## config.mk

```make
export PLATFORM = sky130hd
export DESIGN_NAME = clock_set_ctrl
export DESIGN_NICKNAME = d
export VERILOG_FILES = /design/src/rtl/clock_pkg.sv /design/src/rtl/wrap_inc.sv /design/src/rtl/clock_set_ctrl.sv
export SDC_FILE = /design/constraint.sdc
export NUM_CORES = 1
export LEC_CHECK = 0
export CAP_MARGIN = 5
export CORE_MARGIN = 2
export CORE_UTILIZATION = 47
export CTS_CLUSTER_DIAMETER = 100
export DETAILED_ROUTE_END_ITERATION = 12
export HOLD_SLACK_MARGIN = 0.02
export PLACE_DENSITY = 0.79
export SLEW_MARGIN = 10
export SYNTH_ARGS = -nofsm -noshare
export SYNTH_HDL_FRONTEND = slang
export SYNTH_HIERARCHICAL = 1
export SYNTH_SLANG_ARGS = --single-unit
export TNS_END_PERCENT = 50
```

## constraint.sdc

```tcl
create_clock -name clk -period 2.5 [get_ports clk]
set_input_delay 0.25 -clock clk [delete_from_list [all_inputs] [get_ports clk]]
set_output_delay 0.25 -clock clk [all_outputs]
set_load 0.005 [all_outputs]
```

## src/rtl/clock_pkg.sv

```systemverilog
// Shared types and constants for the clock time-setting controller.
// Optional feature macro: ALARM_EN (adds the alarm-setting states).
package clock_pkg;

    localparam int unsigned HH_W   = 5;
    localparam int unsigned MM_W   = 6;
    localparam int unsigned HH_MAX = 23;
    localparam int unsigned MM_MAX = 59;

    typedef enum logic [2:0] {
        ST_RUN    = 3'd0,
        ST_SET_HH = 3'd1,
        ST_SET_MM = 3'd2,
        ST_COMMIT = 3'd3
`ifdef ALARM_EN
        ,
        ST_SET_AH = 3'd4,
        ST_SET_AM = 3'd5
`endif
    } state_t;

endpackage

```

## src/rtl/wrap_inc.sv

```systemverilog
// Increment-with-wrap for one edited time field: MAX rolls over to 0.
module wrap_inc #(
    parameter int unsigned W   = 6,
    parameter int unsigned MAX = 59
) (
    input  logic [W-1:0] val_i,
    input  logic         inc_i,
    output logic [W-1:0] val_o
);

    // Next field value; unchanged unless an increment is requested
    always_comb begin
        val_o = val_i;
        if (inc_i) begin
            val_o = (val_i == W'(MAX)) ? '0 : val_i + W'(1);
        end
    end

endmodule

```

## src/rtl/clock_set_ctrl.sv

```systemverilog
// Time-setting controller for a HH:MM:SS clock: walks the user through
// editing hours and minutes, then loads them into the datapath.
// Optional feature macro: ALARM_EN (alarm time editing and alarm_o output).
module clock_set_ctrl
    import clock_pkg::*;
#(
    parameter int unsigned BLINK_DIV = 25
) (
    input  logic            clk,
    input  logic            rst_n,
    input  logic            mode_btn,
    input  logic            inc_btn,
    input  logic [HH_W-1:0] cur_hh,
    input  logic [MM_W-1:0] cur_mm,
    input  logic [MM_W-1:0] cur_ss,
    output logic            run_en,
    output logic            load,
    output logic [HH_W-1:0] load_hh,
    output logic [MM_W-1:0] load_mm,
    output logic            blink,
    output logic [2:0]      state_o
`ifdef ALARM_EN
    ,
    output logic            alarm_o
`endif
);

    localparam int unsigned CW = (BLINK_DIV > 1) ? $clog2(BLINK_DIV) : 1;

    state_t          state_q, state_d;
    logic            run_en_q, run_en_d;
    logic [CW-1:0]   cnt_q, cnt_d;
    logic            blink_q, blink_d;
    logic [HH_W-1:0] edit_hh_q, edit_hh_d, hh_nxt;
    logic [MM_W-1:0] edit_mm_q, edit_mm_d, mm_nxt;
    logic            capture;
    logic            in_set;

    // mode_btn wins over inc_btn, so increments only fire on mode-free cycles
    assign capture = (state_q == ST_RUN) && mode_btn;

    wrap_inc #(.W(HH_W), .MAX(HH_MAX)) u_inc_hh (
        .val_i (edit_hh_q),
        .inc_i ((state_q == ST_SET_HH) && inc_btn && !mode_btn),
        .val_o (hh_nxt)
    );

    wrap_inc #(.W(MM_W), .MAX(MM_MAX)) u_inc_mm (
        .val_i (edit_mm_q),
        .inc_i ((state_q == ST_SET_MM) && inc_btn && !mode_btn),
        .val_o (mm_nxt)
    );

`ifdef ALARM_EN
    logic            armed_q, armed_d;
    logic [HH_W-1:0] alarm_hh_q, alarm_hh_d;
    logic [MM_W-1:0] alarm_mm_q, alarm_mm_d;

    wrap_inc #(.W(HH_W), .MAX(HH_MAX)) u_inc_ah (
        .val_i (alarm_hh_q),
        .inc_i ((state_q == ST_SET_AH) && inc_btn && !mode_btn),
        .val_o (alarm_hh_d)
    );

    wrap_inc #(.W(MM_W), .MAX(MM_MAX)) u_inc_am (
        .val_i (alarm_mm_q),
        .inc_i ((state_q == ST_SET_AM) && inc_btn && !mode_btn),
        .val_o (alarm_mm_d)
    );
`else
    logic unused_ss;
    assign unused_ss = ^cur_ss;
`endif

    // Next-state, edit-field and blink-timer logic
    always_comb begin
        state_d   = state_q;
        cnt_d     = cnt_q;
        blink_d   = blink_q;
        edit_hh_d = capture ? cur_hh : hh_nxt;
        edit_mm_d = capture ? cur_mm : mm_nxt;
`ifdef ALARM_EN
        armed_d   = armed_q;
`endif

        case (state_q)
            ST_RUN:    if (mode_btn) state_d = ST_SET_HH;
            ST_SET_HH: if (mode_btn) state_d = ST_SET_MM;
`ifdef ALARM_EN
            ST_SET_MM: if (mode_btn) state_d = ST_SET_AH;
            ST_SET_AH: if (mode_btn) state_d = ST_SET_AM;
            ST_SET_AM: if (mode_btn) state_d = ST_COMMIT;
            ST_COMMIT: begin
                state_d = ST_RUN;
                armed_d = 1'b1;
            end
`else
            ST_SET_MM: if (mode_btn) state_d = ST_COMMIT;
            ST_COMMIT: state_d = ST_RUN;
`endif
            default:   state_d = ST_RUN;
        endcase

        // Blink phase restarts on every state change so each field starts lit
        in_set = (state_q != ST_RUN) && (state_q != ST_COMMIT);
        if (state_d != state_q) begin
            cnt_d   = '0;
            blink_d = 1'b0;
        end else if (in_set) begin
            if (cnt_q == CW'(BLINK_DIV - 1)) begin
                cnt_d   = '0;
                blink_d = ~blink_q;
            end else begin
                cnt_d = cnt_q + CW'(1);
            end
        end

        run_en_d = (state_d == ST_RUN);
    end

    // State and field registers
    always_ff @(posedge clk or negedge rst_n) begin
        if (!rst_n) begin
            state_q    <= ST_RUN;
            run_en_q   <= 1'b1;
            cnt_q      <= '0;
            blink_q    <= 1'b0;
            edit_hh_q  <= '0;
            edit_mm_q  <= '0;
`ifdef ALARM_EN
            armed_q    <= 1'b0;
            alarm_hh_q <= '0;
            alarm_mm_q <= '0;
`endif
        end else begin
            state_q    <= state_d;
            run_en_q   <= run_en_d;
            cnt_q      <= cnt_d;
            blink_q    <= blink_d;
            edit_hh_q  <= edit_hh_d;
            edit_mm_q  <= edit_mm_d;
`ifdef ALARM_EN
            armed_q    <= armed_d;
            alarm_hh_q <= alarm_hh_d;
            alarm_mm_q <= alarm_mm_d;
`endif
        end
    end

    assign run_en  = run_en_q;
    assign load    = (state_q == ST_COMMIT);
    assign load_hh = edit_hh_q;
    assign load_mm = edit_mm_q;
    assign blink   = blink_q;
    assign state_o = state_q;

`ifdef ALARM_EN
    assign alarm_o = (state_q == ST_RUN) && armed_q && (cur_hh == alarm_hh_q)
                     && (cur_mm == alarm_mm_q) && (cur_ss == '0);
`endif

endmodule
```

==> results.json <==
{
  "globalplace.congestion": 0.763,
  "crit_slowest_cell": "dfrtp_1",
  "final-max-slew-violation-count": 0,
  "critPathBufInv": 0,
  "final_design_area_no_fill_mm2": 0.00166,
  "effective_utilization_at_floorplan_pct": 48.4,
  "wl_per_cell_um": 13.9,
  "avgViaCountPerCell": 5.65,
  "synthesis.area_mm2": 0.00130,
  "die_area_mm2": 0.00321,
  "cts_hold_buffers": 0,
  "ys_top_cells_by_count": "dfrtp_1 (20), mux2_2 (14), nor2_1 (14)",
  "critical_path.max_stage_delay_ns": 0.54,
  "worst-r2r-cell-count": 6,
  "cp.arrival_ns": 2.24,
  "fillerInstances": 242,
  "synthMostInstantiatedCell": "dfrtp_1",
  "detail-route-antenna-nets": 0,
  "fin_crit_ns": 1.98,
  "insertedDiodeCount": 0,
  "cpLargestDelayFamily": "simple AND/OR/NAND/NOR gates",
  "timing.rr.start": "state_o[2]$_DFF_PN0_",
  "critPathCaptureType": "flip-flop",
  "yosysTopAreaCellShare_pct": 38.5,
  "buffer_ports.inserted": 31,
  "layout.nets": 185,
  "setup_repair_after_global_routing_missed_its_margin": "no",
  "clock-skew-final_ns": 0.00913,
  "report.final.setup_viol": 0,
  "cts.sinks": 21,
  "synth_edf_count": 0,
  "cts_max_level": 1,
  "hold_class": "input pin to asynchronous set/reset pin",
  "syn-instance-count": 127,
  "place.detailed.hpwl_um": 1960,
  "p_total_uw": 926,
  "dpl-instance-area_mm2": 0.00163,
  "die_y_um": 56.6,
  "cts-root-to-sink-buffers": 2,
  "postRouteWirelength_um": 2650,
  "grt_start_max_net_pins": 22,
  "cells_resized_by_post_cts_repair": 0,
  "grt_overflow": 0,
  "yosysUniqueCellTypes": 40,
  "grt_first_pass_wirelength_um": 4690,
  "post_cts.repair.setup_buffers": 0,
  "crit-reg2reg-capture": "load_mm[5]$_DFF_PN0_",
  "asyncSetResetFlopFracSynth_pct": 100,
  "tritoncts_clock_tree": "built",
  "detail_route.iter0.violations": 23,
  "timing.critical_path.cells": "nor2_1 > and3_1 > nand3_2 > or4b_1 > nand3_1 > mux2_2",
  "fp.coreArea_mm2": 0.00269,
  "die_w_um": 56.6,
  "critical_path_peak_fanout": 11,
  "run_status": "complete, no violations",
  "setup-tns-final_ns": 0,
  "first_global_vias": 1061,
  "timing_hold_violations_final": 0,
  "clock_insertion_delay_worst_skew_ns": 0.31,
  "timing.fmax_mhz": 504,
  "worstSetupPathType": "flip-flop to flip-flop",
  "nature_of_the_critical_path_startpoint": "flip-flop",
  "final.setup.worst_slack_ns": 0.515,
  "powerDensity_mw_per_mm2": 559,
  "cap_violations": 0,
  "cellLeakagePower_nw": 0.671,
  "ys_ff_latch": 21,
  "synth_top_cells_by_area": "dfrtp_1 (38%), mux2_2 (12%), nor2_1 (4.0%)",
  "critical_path_required_ns": 2.75,
  "dp_worst_setup_slack_ns": 0.459,
  "synthToLayoutAreaGrowth_pct": 27.3,
  "tritoncts.num_buffers": 3,
  "route.vias.total": 1074,
  "final_worst_path_period_share_pct": 79.4,
  "clk_transition_reported_paths_ns": 0.13,
  "yosys_warnings": 6,
  "groute.usage.overall_pct": 18.5,
  "post-synth-top-area-cell": "dfrtp_1",
  "final_layout_size_suffix_gt1_share_pct": 19.5,
  "firstDrtPassIters": 5,
  "yosysSeqAreaShare_pct": 40.5,
  "ios": 38,
  "postSynthAreaPerCell_um2": 10.2,
  "yosys_most_used_dff": "dfrtp_1",
  "cts-root-buf": "clkbuf_4",
  "post-route-drc-count": 0,
  "ir_worst_vdd_mv": 0.418,
  "postSynthNetCount": 152,
  "placementRows": 19,
  "antenna_found_initial": 0,
  "reg2reg_slack_ns": 0.52
}
registers in the layout, indices dropped and copies added, names as in the netlist:
signal   cells
load_hh      5
run_en       1
load_mm      6
blink        1
cnt_q        5
state_o      3
stage by stage:
step                      hold slack, ns  util (%)  instances
after global placement             0.615      60.6        186
final                              0.261      61.7        190
after global routing               0.282      61.7        190
after CTS                          0.263      61.7        190
after detailed placement           0.615      60.6        186
after floorplan                  -0.0456         -        127
worst max path at each step:
stage | start | endpoint | slack, ns | depth (start not counted)
global placement | mode_btn | load_mm[5]$_DFF_PN0_ | 0.49 | 7
CTS | state_o[2]$_DFF_PN0_ | load_mm[5]$_DFF_PN0_ | 0.51 | 6
floorplan | state_o[1]$_DFF_PN0_ | load_mm[5]$_DFF_PN0_ | 0.67 | 8
global route | state_o[2]$_DFF_PN0_ | load_mm[5]$_DFF_PN0_ | 0.37 | 6
finish | state_o[2]$_DFF_PN0_ | load_mm[5]$_DFF_PN0_ | 0.52 | 6
detailed placement | mode_btn | load_mm[5]$_DFF_PN0_ | 0.46 | 7
cells by family (layout without fill, tap and decap cells):
kind of cell	after synthesis	count (layout)	share of synthesized area, %
mux	18	18	15.3
xor+xnor	6	6	4.04
flops	21	21	40.5
fa+ha+maj	6	6	5.48
buf+inv	10	42	5.10
simple gates	50	50	22.3
other cells	1	1	0.288
compound gates	15	15	7.02
area by class of cell:
class | count | area, um2 | share of cell area [%]
clock inverters | 1 | 5.00 | 0.302
repair buffers | 36 | 348 | 21.0
inverters | 2 | 7.51 | 0.453
multi-input cells | 96 | 708 | 42.7
flip-flops and latches | 21 | 527 | 31.8
well taps | 31 | 38.8 | 2.34
clock buffers | 3 | 22.5 | 1.36
layer usage:
layer	GRT usage [%]	vias up	wire [um]	part of all wire (%)
met4	5.10	0	36	1.4
met1	22.8	515	1170	44
met2	32.9	28	1350	51
met3	3.23	8	99	3.7
met5	0	-	0	0
li1	-	523	-	-
power breakdown:
part	internal (mW)	switching (mW)	total [mW]
combinational	0.194	0.104	0.298
sequential	0.389	0.0684	0.457
clock	0.0598	0.111	0.171
cells in the final DEF, fill, tap and decap left out, drive strengths merged, types with 2 or more instances in the layout:
| cell type | n |
|---|---|
| nand2b | 2 |
| xor2 | 2 |
| inv | 2 |
| o21ai | 4 |
| nand3 | 4 |
| nor3 | 5 |
| a41oi | 2 |
| nand4 | 3 |
| dfrtp | 20 |
| maj3 | 2 |
| nor4 | 2 |
| buf | 5 |
| ha | 4 |
| nor2b | 3 |
| nor2 | 14 |
| and3 | 3 |
| nand2 | 6 |
| xnor2 | 4 |
| mux2i | 3 |
| clkbuf | 3 |
| clkdlybuf4s50 | 31 |
| a21oi | 7 |
| mux2 | 15 |
| and4b | 2 |
Power figures use the tool's default switching activity.
